File: config.mk
export PLATFORM = sky130hd
export DESIGN_NAME = addsub_acc_ctrl_flat
export DESIGN_NICKNAME = d
export VERILOG_FILES = /design/src/rtl/addsub_acc_ctrl_if.sv /design/src/rtl/addsub_acc_ctrl.sv /design/src/flat_wrapper.sv
export SDC_FILE = /design/constraint.sdc
export NUM_CORES = 1
export LEC_CHECK = 0
export BUFFER_PORTS_ARGS = -buffer_cell sky130_fd_sc_hd__clkbuf_2
export CAP_MARGIN = 20
export CORE_UTILIZATION = 59
export CTS_BUF_LIST = sky130_fd_sc_hd__clkbuf_2
export DETAILED_ROUTE_END_ITERATION = 10
export GPL_TIMING_DRIVEN = 0
export HOLD_SLACK_MARGIN = 0.15
export PLACE_DENSITY_LB_ADDON = 0.08
export SLEW_MARGIN = 0
export SYNTH_ARGS = -nofsm -noshare
export SYNTH_HDL_FRONTEND = slang
export SYNTH_SLANG_ARGS = --single-unit
File: constraint.sdc
create_clock -name clk -period 3.3 [get_ports clk]
set_input_delay 0.66 -clock clk [delete_from_list [all_inputs] [get_ports clk]]
set_output_delay 0.66 -clock clk [all_outputs]
set_load 0.05 [all_outputs]
File: src/rtl/addsub_acc_ctrl_if.sv
// addsub_acc_ctrl_if
// Request/response bundle for the add/sub accumulator controller.
//   in_valid/in_ready/in_op/in_data : operation request handshake (master -> slave)
//   out_valid/out_ready             : result handshake (slave -> master)
//   out_acc/out_cout/out_ovf/out_zero : registered result and flags
// The controller takes the slave modport; the requester/consumer takes master.
interface addsub_acc_ctrl_if #(
    parameter int N = 4
);
    logic         in_valid;
    logic         in_ready;
    logic [1:0]   in_op;
    logic [N-1:0] in_data;
    logic         out_valid;
    logic         out_ready;
    logic [N-1:0] out_acc;
    logic         out_cout;
    logic         out_ovf;
    logic         out_zero;

    modport master (
        output in_valid, in_op, in_data, out_ready,
        input  in_ready, out_valid, out_acc, out_cout, out_ovf, out_zero
    );

    modport slave (
        input  in_valid, in_op, in_data, out_ready,
        output in_ready, out_valid, out_acc, out_cout, out_ovf, out_zero
    );
endinterface

File: src/rtl/addsub_acc_ctrl.sv
// addSubComd
// N-bit combinational add/subtract stage.
//   a, b : operands      sub : 1 = a - b, 0 = a + b
//   s    : result mod 2^N cout : carry out (for subtract, 1 = no borrow)
module addSubComd #(
    parameter int N = 4
) (
    input  logic [N-1:0] a,
    input  logic [N-1:0] b,
    input  logic         sub,
    output logic [N-1:0] s,
    output logic         cout
);
    logic [N:0] sum_full;

    // Subtract as a + ~b + 1 so cout carries the no-borrow meaning.
    assign sum_full = {1'b0, a} + {1'b0, b ^ {N{sub}}} + {{N{1'b0}}, sub};
    assign s        = sum_full[N-1:0];
    assign cout     = sum_full[N];
endmodule

// addsub_acc_ctrl
// Accumulator controller around addSubComd. Accepts CLR/LOAD/ADD/SUB requests,
// updates the accumulator one cycle later and holds the result until consumed.
//   clk      : rising-edge clock
//   rst      : synchronous active-high reset
//   bus      : request/result handshake (slave side)
//   op_count : results accepted by the consumer, wraps at 2^CNT_W
//
// state | meaning
// IDLE  | ready for a request, last result held on outputs
// EXEC  | accumulator and flags updated from latched op/operand
// RESP  | result presented, waiting for out_ready
module addsub_acc_ctrl #(
    parameter int N     = 4,
    parameter int CNT_W = 8
) (
    input  logic               clk,
    input  logic               rst,
    addsub_acc_ctrl_if.slave   bus,
    output logic [CNT_W-1:0]   op_count
);
    localparam logic [1:0] OP_CLR  = 2'b00;
    localparam logic [1:0] OP_LOAD = 2'b01;
    localparam logic [1:0] OP_ADD  = 2'b10;
    localparam logic [1:0] OP_SUB  = 2'b11;

    typedef enum logic [1:0] {
        IDLE = 2'd0,
        EXEC = 2'd1,
        RESP = 2'd2
    } state_t;

    state_t           state_q, state_d;
    logic [1:0]       op_q, op_d;
    logic [N-1:0]     data_q, data_d;
    logic [N-1:0]     acc_q, acc_d;
    logic             cout_q, cout_d;
    logic             ovf_q, ovf_d;
    logic             zero_q, zero_d;
    logic [CNT_W-1:0] cnt_q, cnt_d;

    logic [N-1:0]     st_s;
    logic             st_cout;

    addSubComd #(.N(N)) u_addsub (
        .a    (acc_q),
        .b    (data_q),
        .sub  (op_q == OP_SUB),
        .s    (st_s),
        .cout (st_cout)
    );

    always_ff @(posedge clk) begin
        if (rst) begin
            state_q <= IDLE;
            op_q    <= '0;
            data_q  <= '0;
            acc_q   <= '0;
            cout_q  <= 1'b0;
            ovf_q   <= 1'b0;
            zero_q  <= 1'b1;
            cnt_q   <= '0;
        end else begin
            state_q <= state_d;
            op_q    <= op_d;
            data_q  <= data_d;
            acc_q   <= acc_d;
            cout_q  <= cout_d;
            ovf_q   <= ovf_d;
            zero_q  <= zero_d;
            cnt_q   <= cnt_d;
        end
    end

    always_comb begin
        state_d       = state_q;
        op_d          = op_q;
        data_d        = data_q;
        acc_d         = acc_q;
        cout_d        = cout_q;
        ovf_d         = ovf_q;
        zero_d        = zero_q;
        cnt_d         = cnt_q;
        bus.in_ready  = 1'b0;
        bus.out_valid = 1'b0;

        case (state_q)
            IDLE: begin
                bus.in_ready = 1'b1;
                if (bus.in_valid) begin
                    op_d    = bus.in_op;
                    data_d  = bus.in_data;
                    state_d = EXEC;
                end
            end
            EXEC: begin
                case (op_q)
                    OP_CLR: begin
                        acc_d  = '0;
                        cout_d = 1'b0;
                        ovf_d  = 1'b0;
                    end
                    OP_LOAD: begin
                        acc_d  = data_q;
                        cout_d = 1'b0;
                        ovf_d  = 1'b0;
                    end
                    OP_ADD: begin
                        acc_d  = st_s;
                        cout_d = st_cout;
                        ovf_d  = (acc_q[N-1] == data_q[N-1]) && (st_s[N-1] != acc_q[N-1]);
                    end
                    default: begin
                        acc_d  = st_s;
                        cout_d = st_cout;
                        ovf_d  = (acc_q[N-1] != data_q[N-1]) && (st_s[N-1] != acc_q[N-1]);
                    end
                endcase
                zero_d  = (acc_d == '0);
                state_d = RESP;
            end
            RESP: begin
                bus.out_valid = 1'b1;
                if (bus.out_ready) begin
                    cnt_d   = cnt_q + 1'b1;
                    state_d = IDLE;
                end
            end
            default: state_d = IDLE;
        endcase
    end

    assign bus.out_acc  = acc_q;
    assign bus.out_cout = cout_q;
    assign bus.out_ovf  = ovf_q;
    assign bus.out_zero = zero_q;
    assign op_count     = cnt_q;
endmodule

File: src/flat_wrapper.sv
// flat-port wrapper written by rule: the top's interface ports become plain ports
module addsub_acc_ctrl_flat 
#(
    parameter int N     = 4,
    parameter int CNT_W = 8
)
  (clk, rst, op_count, bus_in_valid, bus_in_op, bus_in_data, bus_out_ready, bus_in_ready, bus_out_valid, bus_out_acc, bus_out_cout, bus_out_ovf, bus_out_zero);
  addsub_acc_ctrl_if #(.N(N)) bus_i ();
  input  logic clk;
  input  logic rst;
  output logic [CNT_W-1:0] op_count;
  input wire logic [$bits(bus_i.in_valid)-1:0] bus_in_valid;
  input wire logic [$bits(bus_i.in_op)-1:0] bus_in_op;
  input wire logic [$bits(bus_i.in_data)-1:0] bus_in_data;
  input wire logic [$bits(bus_i.out_ready)-1:0] bus_out_ready;
  output wire logic [$bits(bus_i.in_ready)-1:0] bus_in_ready;
  output wire logic [$bits(bus_i.out_valid)-1:0] bus_out_valid;
  output wire logic [$bits(bus_i.out_acc)-1:0] bus_out_acc;
  output wire logic [$bits(bus_i.out_cout)-1:0] bus_out_cout;
  output wire logic [$bits(bus_i.out_ovf)-1:0] bus_out_ovf;
  output wire logic [$bits(bus_i.out_zero)-1:0] bus_out_zero;
  assign bus_i.in_valid = bus_in_valid;
  assign bus_i.in_op = bus_in_op;
  assign bus_i.in_data = bus_in_data;
  assign bus_i.out_ready = bus_out_ready;
  assign bus_in_ready = bus_i.in_ready;
  assign bus_out_valid = bus_i.out_valid;
  assign bus_out_acc = bus_i.out_acc;
  assign bus_out_cout = bus_i.out_cout;
  assign bus_out_ovf = bus_i.out_ovf;
  assign bus_out_zero = bus_i.out_zero;
  addsub_acc_ctrl #(.N(N), .CNT_W(CNT_W)) u_core (.clk(clk), .rst(rst), .bus(bus_i), .op_count(op_count));
endmodule
Word level (Yosys, flattened, before mapping)
Cells that the tools add are included.
{"block": "totals", "elab_cells": 40, "ff_bits": 23, "input_bits": 10}
{"block": "op_classes", "reduce_logical": 9, "addsub": 3, "eq_ne": 10, "muxes": 9, "bitwise_logic": 1}
{"op": "8-bit by 1-bit adder with 8-bit output (second input constant)", "count": 1}
{"op": "4-bit case mux with 2 select lines", "count": 1}
{"op": "2-bit equality test (second input constant)", "count": 3}
{"op": "2-bit case mux with 3 select lines", "count": 1}
{"op": "2-bit AND reduction", "count": 3}
{"op": "4-bit by 4-bit adder with 5-bit output", "count": 1}
{"op": "5-bit by 1-bit adder with 5-bit output", "count": 1}
{"op": "2-bit by 1-bit equality test with 1-bit output (second input constant)", "count": 2}
{"op": "2-bit zero test", "count": 2}
{"op": "4-bit zero test", "count": 1}
{"op": "2-bit two-way mux", "count": 2}
{"op": "4-bit two-way mux", "count": 1}
{"op": "2-bit inequality test (second input constant)", "count": 2}
{"op": "4-bit bitwise XOR", "count": 1}
{"op": "1-bit two-way mux", "count": 3}
{"op": "1-bit logical AND", "count": 2}
{"op": "1-bit inequality test", "count": 2}
{"op": "1-bit case mux with 2 select lines", "count": 1}
{"op": "2-bit OR reduction", "count": 1}
{"op": "1-bit equality test", "count": 1}

Longest topological paths before layout
Gate-level depths: netlist of the first run.
{"block": "logic_depth", "word_depth": 7, "ltp_mapped": 9, "ltp_nobuf": 8}

Modules after synthesis
From an unflattened synthesis of the first run, not the netlist that was laid out.
{"block": "hier_totals", "hier_cells": 133, "hier_area_um2": 1203.7}
{"module": "addsub_acc_ctrl", "n_inst": 1, "seq_area_each_um2": 460.4, "area_per_inst_um2": 1023.5, "cells_per_inst": 113}
{"module": "addSubComd", "n_inst": 1, "seq_area_each_um2": 0.0, "area_per_inst_um2": 180.2, "cells_per_inst": 20}

Least setup slack after synthesis of the first run
Ideal clock, no wire load.
{"block": "synth_path", "kind": "register -> register", "startpoint": "register u_core.acc_q[0] (netlist: u_core.bus.out_acc[0])", "endpoint": "register u_core.zero_q (netlist: u_core.bus.out_zero)", "path_buffers": 0, "synth_period_minus_slack_ns": 2.154, "slack_ns": 1.146, "required_ns": 3.178, "arrival_time_ns": 2.033, "stages_incl_launch_ff": 7, "cell_sequence": "dfxtp_1 -> a21boi_0 -> fa_1 -> xnor2_1 -> a22oi_1 -> and4_1 -> a221o_1"}
{"block": "synth_between", "elab_chain_len": 5}
{"element": "start: declaration", "line": "addsub_acc_ctrl.sv:57", "source": "logic [N-1:0] acc_q, acc_d;"}
{"element": "start signal: assignment", "line": "addsub_acc_ctrl.sv:79", "source": "acc_q <= '0;"}
{"element": "start signal: assignment", "line": "addsub_acc_ctrl.sv:88", "source": "acc_q <= acc_d;"}
{"element": "4-bit by 4-bit adder with 5-bit output", "line": "addsub_acc_ctrl.sv:17", "source": "assign sum_full = {1'b0, a} + {1'b0, b ^ {N{sub}}} + {{N{1'b0}}, sub};"}
{"element": "5-bit by 1-bit adder with 5-bit output", "line": "addsub_acc_ctrl.sv:17"}
{"element": "4-bit case mux with 2 select lines", "line": "addsub_acc_ctrl.sv:118", "source": "case (op_q)"}
{"element": "4-bit two-way mux", "line": "addsub_acc_ctrl.sv:108", "source": "case (state_q)"}
{"element": "4-bit zero test", "line": "addsub_acc_ctrl.sv:140", "source": "zero_d = (acc_d == '0);"}
{"element": "end signal: assignment", "line": "addsub_acc_ctrl.sv:91", "source": "zero_q <= zero_d;"}
{"element": "end: declaration", "line": "addsub_acc_ctrl.sv:60", "source": "logic zero_q, zero_d;"}
No other way between the ends. The select of a mux whose other input is x is not followed.
A chain may end at the register's enable or synchronous reset.

Final worst setup path of the first run
{"block": "layout_path", "startpoint": "register u_core.op_q[1]", "endpoint": "register u_core.zero_q (netlist: u_core.bus.out_zero)"}
{"block": "layout_between", "elab_chain_len": 7}
{"element": "start: declaration", "line": "addsub_acc_ctrl.sv:55", "source": "logic [1:0] op_q, op_d;"}
{"element": "start signal: assignment", "line": "addsub_acc_ctrl.sv:86", "source": "op_q <= op_d;"}
{"element": "2-bit equality test", "line": "addsub_acc_ctrl.sv:69", "source": ".sub (op_q == OP_SUB),"}
{"element": "4-bit bitwise XOR", "line": "addsub_acc_ctrl.sv:17"}
{"element": "4-bit by 4-bit adder with 5-bit output", "line": "addsub_acc_ctrl.sv:17"}
{"element": "5-bit by 1-bit adder with 5-bit output", "line": "addsub_acc_ctrl.sv:17"}
{"element": "4-bit case mux with 2 select lines *", "line": "addsub_acc_ctrl.sv:118"}
{"element": "4-bit two-way mux *", "line": "addsub_acc_ctrl.sv:108"}
{"element": "4-bit zero test *", "line": "addsub_acc_ctrl.sv:140"}
Mark *: on every way between the ends. The rest lies on a longest branch, timed or not. The select of a mux whose other input is x is not followed.

==> implementation parameters, run 1 <==
Parameter                              Value

Global routing
  Tot GR Track Use ... 24.5%
  First-pass GRT wire length ... 3760 µm
  Via count of the first global-routing pass ... 898
  Final global-route overflow total ... 0
  Pin count of the biggest net entering global routing ... 14
  Initial antenna violation count ... 0

Clocking
  CTS Buf Count ... 3
  Clock input transition at the sequential cells of the worst setup and hold paths ... 0.22 ns
  Total of hold buffers inserted after clock tree synthesis ... 0
  CTS tree ... yes
  Clk sink count ... 23
  CTS H-tree depth ... 1
  Maximum buffer depth of the clock tree ... 2
  CTS-repair resized insts ... 0
  Insertion delay to the later sink of the worst-skew pair ... 0.34 ns
  Clock root cell ... sky130_fd_sc_hd__clkbuf_2
  Setup bufs post-CTS ... 0

Critical path
  Crit Reg-Reg Endpoint ... u_core.bus.out_zero
  Crit path cell chain ... buf_4, nand2_1, xnor2_1, inv_1, fa_1, inv_1, a221oi_1, and4_1, a221o_1
  Number of cells on the critical path ... 9
  Bufs and invs on worst path ... 3
  Maximum fanout encountered on the critical timing path ... 10
  Family with the most delay on the worst path ... compound AO/OA/AOI/OAI gates
  Most Frequent Cell on Critical Path ... sky130_fd_sc_hd__inv_1
  CP endpoint kind ... register
  Slowest stage cell on the critical path ... sky130_fd_sc_hd__fa_1
  Launch instance of the worst register-to-register path ... u_core.op_q[1]
  Required time at the worst-slack endpoint ... 3.61 ns
  R2R depth ... 9
  Crit path launch ... u_core.op_q[1]
  Element type at the critical path start ... register
  Worst setup path class ... reg2reg
  Worst stage delay on the critical path ... 0.50 ns
  Slack of the worst reg-to-reg path ... 0.88 ns
  Destination of the critical timing path ... u_core.bus.out_zero
  Signal arrival time at the worst endpoint ... 2.74 ns

Synth
  Portion of the post-synthesis area used by sequential elements ... 38.2%
  Number of storage elements in the synthesis netlist ... 23
  Yosys Warn Count ... 0
  Synthesized area divided by synthesized cell count ... 9.28 µm²
  Synthesized netlist net count ... 146
  Unique cell type count in the Yosys netlist ... 36
  Gate count of the mapped netlist ... 130
  Post-Syn Area ... 1210 µm²

Finish
  Diodes inserted ... 0
  Area growth from synthesis to final layout ... 15.0%
  Most used cells in the layout excluding fill and tap cells ... 29 x sky130_fd_sc_hd__clkbuf_2, 23 x sky130_fd_sc_hd__dfxtp_1, 18 x sky130_fd_sc_hd__nor2_1
  Number of nets in the layout ... 177
  Final core utilization ... 76.2%
  Fraction of layout instances using a drive strength above 1 ... 22.5%
  Filler Cell Count ... 146
  Most common cell after layout, fill and taps aside ... sky130_fd_sc_hd__clkbuf_2

STA
  Maximum achievable frequency ... 413 MHz
  Final number of setup-violating endpoints ... 0
  Minimum clock period after layout ... 2.42 ns
  Unrepaired setup endpoints after global routing ... no
  Hold Vio Cnt, Final ... 0
  Setup clock skew after layout ... 0.00374 ns
  Transition at the pin with the smallest max-transition slack ... 0.441 ns
  Final count of pins violating max slew ... 0
  Setup Total Neg Slack ... 0 ns
  Fraction of the cycle the final worst path needs ... 73.4%
  Worst rel slew slack ... 70.6%

Floorplan
  Number of placement rows ... 15
  I/O pin total ... 27
  Die outline height ... 47.2 µm
  Initial cell density of the core ... 66.3%
  Horizontal die dimension ... 47.2 µm
  Area of the die ... 2230 µm²
  Placeable core region ... 1820 µm²

Pwr
  Post-layout power ... 526 µW
  Power density over the cells ... 379 nW/µm²
  Cell leakage power ... 0.628 nW
  Max rail drop VDD ... 296 µV

Drt
  DRC violations left ... 0
  Iteration-0 DRC count of the detailed router ... 10
  Initial DRT Pass Iterations ... 6
  Via count ... 985
  Per-cell routed wire length ... 12.2 µm
  Routed Antenna Nets ... 0
  Drt total wl ... 2250 µm
  Via-per-instance ratio ... 5.32

Place
  Detailed Place HPWL ... 1750 µm
  RD Place Congestion ... 0.892
  IO buf count ... 26

Run
  Max-capacitance violation count ... 0

Hold path
  Tightest Hold Check Type ... reg2reg

Status
  Run status ... finished clean
-- synthesized netlist by cell type --
library cell,instances,share of area (%)
sky130_fd_sc_hd__a211oi_1,2,1.2
sky130_fd_sc_hd__a21boi_0,1,0.62
sky130_fd_sc_hd__a21oi_1,4,1.7
sky130_fd_sc_hd__a221o_1,1,0.83
sky130_fd_sc_hd__a221oi_1,2,1.5
sky130_fd_sc_hd__a22oi_1,2,1.2
sky130_fd_sc_hd__a311oi_1,1,0.73
sky130_fd_sc_hd__and2_1,2,1.0
sky130_fd_sc_hd__and2b_1,1,0.62
sky130_fd_sc_hd__and3_1,2,1.0
sky130_fd_sc_hd__and4_1,1,0.73
sky130_fd_sc_hd__buf_2,1,0.41
sky130_fd_sc_hd__buf_4,1,0.62
sky130_fd_sc_hd__buf_6,1,0.93
sky130_fd_sc_hd__clkbuf_1,4,1.2
sky130_fd_sc_hd__dfxtp_1,23,38
sky130_fd_sc_hd__fa_1,1,1.7
sky130_fd_sc_hd__ha_1,5,5.2
sky130_fd_sc_hd__inv_1,3,0.93
sky130_fd_sc_hd__mux2i_1,8,6.6
sky130_fd_sc_hd__nand2_1,10,3.1
sky130_fd_sc_hd__nand2b_1,3,1.6
sky130_fd_sc_hd__nand3_1,3,1.2
sky130_fd_sc_hd__nand3b_1,2,1.2
sky130_fd_sc_hd__nand3b_4,1,1.7
sky130_fd_sc_hd__nand4_1,3,1.6
sky130_fd_sc_hd__nand4b_1,1,0.73
sky130_fd_sc_hd__nor2_1,18,5.6
sky130_fd_sc_hd__nor2b_1,4,2.1
sky130_fd_sc_hd__o211ai_1,1,0.62
sky130_fd_sc_hd__o211ai_2,1,1.0
sky130_fd_sc_hd__o21a_1,1,0.62
sky130_fd_sc_hd__o21ai_0,1,0.41
sky130_fd_sc_hd__xnor2_1,7,5.1
sky130_fd_sc_hd__xor2_1,7,5.1
sky130_fd_sc_hd__xor2_2,1,1.3
-- final cells by class --
cell class	count	area, µm²	share of cell area, %
sequential	23	460	33.2
clock inverter	1	5.00	0.361
inverter	3	11.3	0.812
clock buffer	3	15.0	1.08
multi-input combinational	97	696	50.1
timing repair buffer	26	130	9.38
buffer	7	38.8	2.80
tap	25	31.3	2.25
-- layer usage --
metal	GRT usage [%]	vias to the layer above	share of wire (%)
li1	-	502	-
met1	31.8	450	50
met2	38.3	26	44
met3	3.85	7	3.2
met4	14.9	0	2.6
met5	0	-	0
-- power breakdown --
part | switching (mW) | leakage (nW) | internal (mW)
sequential | 0.0106 | 0.187 | 0.289
clock | 0.0880 | 0.0164 | 0.0275
combinational | 0.0672 | 0.424 | 0.0431
total | 0.166 | 0.628 | 0.360
-- registers in the layout, indices dropped and copies added (netlist names) --
| signal | flops |
|---|---|
| u_core.op_q | 2 |
| u_core.op_count | 8 |
| u_core.state_q | 2 |
| u_core.bus.out_acc | 4 |
| u_core.bus.out_cout | 1 |
| u_core.data_q | 4 |
| u_core.bus.out_zero | 1 |
| u_core.bus.out_ovf | 1 |
-- worst min-delay path by stage --
| stage | to | from | cells past startpoint |
|---|---|---|---|
| after CTS | u_core.bus.out_cout | u_core.bus.out_cout | 2 |
| after global placement | u_core.bus.out_cout | u_core.bus.out_cout | 2 |
| final | u_core.bus.out_cout | u_core.bus.out_cout | 2 |
| after floorplan | u_core.data_q[2] | u_core.data_q[2] | 2 |
| after global routing | u_core.state_q[0] | rst | 2 |
| after detailed placement | u_core.bus.out_cout | u_core.bus.out_cout | 2 |
-- worst reg2reg max path, stage by stage, from the launching register on --
cell and delay [ns]:
sky130_fd_sc_hd__dfxtp_1 0.44, sky130_fd_sc_hd__buf_4 0.19, sky130_fd_sc_hd__nand2_1 0.14, sky130_fd_sc_hd__xnor2_1 0.23, sky130_fd_sc_hd__inv_1 0.09, sky130_fd_sc_hd__fa_1 0.50
sky130_fd_sc_hd__inv_1 0.04, sky130_fd_sc_hd__a221oi_1 0.39, sky130_fd_sc_hd__and4_1 0.25, sky130_fd_sc_hd__a221o_1 0.13
-- cells by family after synthesis --
kind of cell             Yosys count  share of synthesized area [%]
AND/OR/NAND/NOR                   51                           22.2
multiplexers                       8                           6.64
adder cells (fa/ha/maj)            6                           6.85
buffers and inverters             10                           4.15
AO/OA/AOI/OAI                     17                           10.5
XOR/XNOR                          15                           11.5
flip-flops                        23                           38.2
-- metrics by stage --
stage               setup WS [ns]  instances  hold WS [ns]  cell area [µm²]
floorplan                    1.15        130         0.505             1210
global placement            0.991        181         0.444             1370
detailed placement          0.955        181         0.464             1370
CTS                         0.912        185         0.489             1390
global route                0.761        185         0.492             1390
finish                      0.877        185         0.485             1390
Note: power is estimated with default switching activity, not from simulation.
==> run 2, diff against run 1 <==
Settings changed: CORE_UTILIZATION 59 to 55.
Clock period 3.3 ns to 2.25 ns, I/O delays scaled along.
==> run 2 against run 1 <==
Worst setup slack lost 0.79 ns. Non-clock buffer count grew 1. Sequential power grew 47%. Count of clock-buffer cells in the layout is the same. Sequential share of layout area shrank 0.87 points. Core utilization shrank 4.7 points. Global-route usage shrank 1.7 points. First-iteration DRC count grew to 2.6 times the previous value. Via count grew 3.5%. Register-to-register slack lost 0.79 ns. Fmax grew 12%.
==> implementation parameters, run 2 (synthesized netlist as in run 1, its figures left out) <==
Parameter                              Value

Status
  Run status ... finished clean

Finish
  Most common cell after layout, fill and taps aside ... sky130_fd_sc_hd__clkbuf_2
  Diodes inserted ... 0 (unchanged)
  Flip-flop count of the largest register, all copies and words added ... 8 (unchanged)
  Final core utilization ... 71.6% (-4.7 points)
  Area growth from synthesis to final layout ... 18.8%
  Most used cells in the layout excluding fill and tap cells ... 29 x sky130_fd_sc_hd__clkbuf_2, 21 x sky130_fd_sc_hd__dfxtp_1, 18 x sky130_fd_sc_hd__nor2_1
  Fraction of layout instances using a drive strength above 1 ... 26.7% (+4.2 points)
  Area taken by multi-input logic gates ... 724 µm² (+4.1%)
  Post-Layout Cell Count ... 188 (+1.6%)
  Number of nets in the layout ... 178 (+0.56%)
  Filler Cell Count ... 171 (+17%)
  Register area ... 463 µm² (+0.54%)

Clocking
  CTS H-tree depth ... 1 (unchanged)
  Insertion delay to the later sink of the worst-skew pair ... 0.34 ns (about the same)
  CTS Buf Count ... 3 (unchanged)
  Maximum buffer depth of the clock tree ... 2 (unchanged)
  Clock input transition at the sequential cells of the worst setup and hold paths ... 0.23 ns (about the same)
  Total of hold buffers inserted after clock tree synthesis ... 0 (unchanged)
  CTS tree ... yes
  Clock root cell ... sky130_fd_sc_hd__clkbuf_2
  Clk sink count ... 23 (unchanged)

Floorplan
  Die outline height ... 48.8 µm (+3.4%)
  Area of the die ... 2380 µm² (+7.0%)
  Initial cell density of the core ... 60.3% (-6.0 points)
  I/O pin total ... 27 (unchanged)
  Number of placement rows ... 16 (+1)
  Horizontal die dimension ... 48.8 µm (+3.4%)
  Placeable core region ... 2000 µm² (+10%)

Global routing
  Final global-route overflow total ... 0 (unchanged)
  Tot GR Track Use ... 22.8% (-1.7 points)
  First-pass GRT wire length ... 4230 µm (+12%)
  Pin count of the biggest net entering global routing ... 14 (unchanged)
  Initial antenna violation count ... 0 (unchanged)
  Via count of the first global-routing pass ... 957 (+6.6%)

STA
  Final count of pins violating max slew ... 0 (unchanged)
  Setup clock skew after layout ... 0.0184 ns (+0.0146 ns)
  Worst rel slew slack ... 67.7% (-2.9 points)
  Fin worst setup slack ... 0.0894 ns (-0.787 ns)
  Final number of setup-violating endpoints ... 0 (unchanged)
  Hold Vio Cnt, Final ... 0 (unchanged)
  Fraction of the cycle the final worst path needs ... 96.0% (+23 points)
  Maximum achievable frequency ... 463 MHz (+12%)
  Minimum hold slack ... 0.317 ns (-0.168 ns)
  Minimum clock period after layout ... 2.16 ns (-0.263 ns)
  Transition at the pin with the smallest max-transition slack ... 0.484 ns (+0.0429 ns)
  Unrepaired setup endpoints after global routing ... no

Place
  Placed cell count ... 183 (+1.1%)
  RD Place Congestion ... 0.851 (-4.6%)
  Detailed Place HPWL ... 1880 µm (+7.1%)
  IO buf count ... 26 (unchanged)
  Placement-stage worst setup slack ... -0.133 ns (-1.09 ns)

Hold path
  Tightest Hold Check Type ... in2reg

Drt
  Routed Antenna Nets ... 0 (unchanged)
  DRC violations left ... 0 (unchanged)
  Via-per-instance ratio ... 5.42 (+1.8%)
  Initial DRT Pass Iterations ... 4 (-2)
  Drt total wl ... 2470 µm (+9.4%)
  Per-cell routed wire length ... 13.1 µm (+7.7%)
  Via count ... 1019 (+3.5%)
  Iteration-0 DRC count of the detailed router ... 26 (+16)

Critical path
  Signal arrival time at the worst endpoint ... 2.43 ns (-0.31 ns)
  Maximum fanout encountered on the critical timing path ... 10 (unchanged)
  Required time at the worst-slack endpoint ... 2.52 ns (-1.09 ns)
  CP endpoint kind ... register
  Worst setup path class ... reg2reg
  Element type at the critical path start ... register

Run
  Max-capacitance violation count ... 0 (unchanged)

Pwr
  Max rail drop VDD ... 414 µV (+40%)
  Power density over the cells ... 548 nW/µm² (+45%)
  Post-layout power ... 785 µW (+49%)
  Cell leakage power ... 0.668 nW (+6.5%)
run 2: changes by cell type in the layout (fill, tap and decap cells not counted):
cell / change
sky130_fd_sc_hd__a21boi_0: -1
sky130_fd_sc_hd__nand2_4: +1
sky130_fd_sc_hd__dfxtp_1: -2
sky130_fd_sc_hd__dfxtp_2: +2
sky130_fd_sc_hd__xnor2_2: +2
sky130_fd_sc_hd__a221oi_2: +1
sky130_fd_sc_hd__a21boi_1: +1
sky130_fd_sc_hd__xnor2_1: -2
sky130_fd_sc_hd__a221oi_1: -1
sky130_fd_sc_hd__buf_6: +1
sky130_fd_sc_hd__nand2_1: -1
run 2: worst max-delay path, stage by stage, from the launching register on:
cell and delay (ns):
sky130_fd_sc_hd__dfxtp_2 0.39, sky130_fd_sc_hd__buf_6 0.14, sky130_fd_sc_hd__nand2_4 0.08, sky130_fd_sc_hd__xnor2_2 0.16
sky130_fd_sc_hd__inv_1 0.09, sky130_fd_sc_hd__fa_1 0.44, sky130_fd_sc_hd__xnor2_1 0.17, sky130_fd_sc_hd__a22oi_1 0.10
sky130_fd_sc_hd__and4_1 0.21, sky130_fd_sc_hd__a221o_1 0.32
run 2: power by group:
group          switching [mW]  leakage [nW]  internal, mW  total [mW]
combinational           0.105         0.464        0.0683       0.173
clock                   0.129        0.0164        0.0403       0.169
sequential             0.0176         0.188         0.425       0.442
run 2: repair_timing:
item | in CTS | in global routing
resized for setup | 5 | 4
buffers inserted | 1 | 0
setup endpoints to repair | 2 | 2
run 2: through the flow:
step                      setup TNS, ns  instance area (µm²)
final                                 0                 1430
after global routing                  0                 1430
after CTS                             0                 1420
after detailed placement         -0.133                 1370
after global placement          -0.0550                 1370
after floorplan                       0                 1210
run 2: area by class of cell:
class | instances | area share (%)
Clock inverter | 1 | 0.349
Inverter | 3 | 0.786
Tap cell | 27 | 2.36
Clock buffer | 3 | 1.05
Buffer | 7 | 2.97
Multi-Input combinational cell | 97 | 50.6
Sequential cell | 23 | 32.3
Timing Repair Buffer | 27 | 9.61
run 2: final timing paths:
check | from | to | slack (ns) | depth (start not counted)
worst max-delay path | u_core.op_q[1] | u_core.bus.out_zero | 0.09 | 9
worst min-delay path | bus_in_op[1] | u_core.op_q[1] | 0.32 | 3
worst min register to register | u_core.bus.out_cout | u_core.bus.out_cout | 0.48 | 2
worst max register to register | u_core.op_q[1] | u_core.bus.out_zero | 0.09 | 9
run 2: per-layer routing:
metal / wire length, µm / up-vias / track usage [%]
met1: 1210 / 477 / 30.0
met3: 111 / 4 / 4.36
met2: 1120 / 27 / 37.0
met5: 0 / - / 0
met4: 25 / 0 / 8.82
li1: - / 511 / -
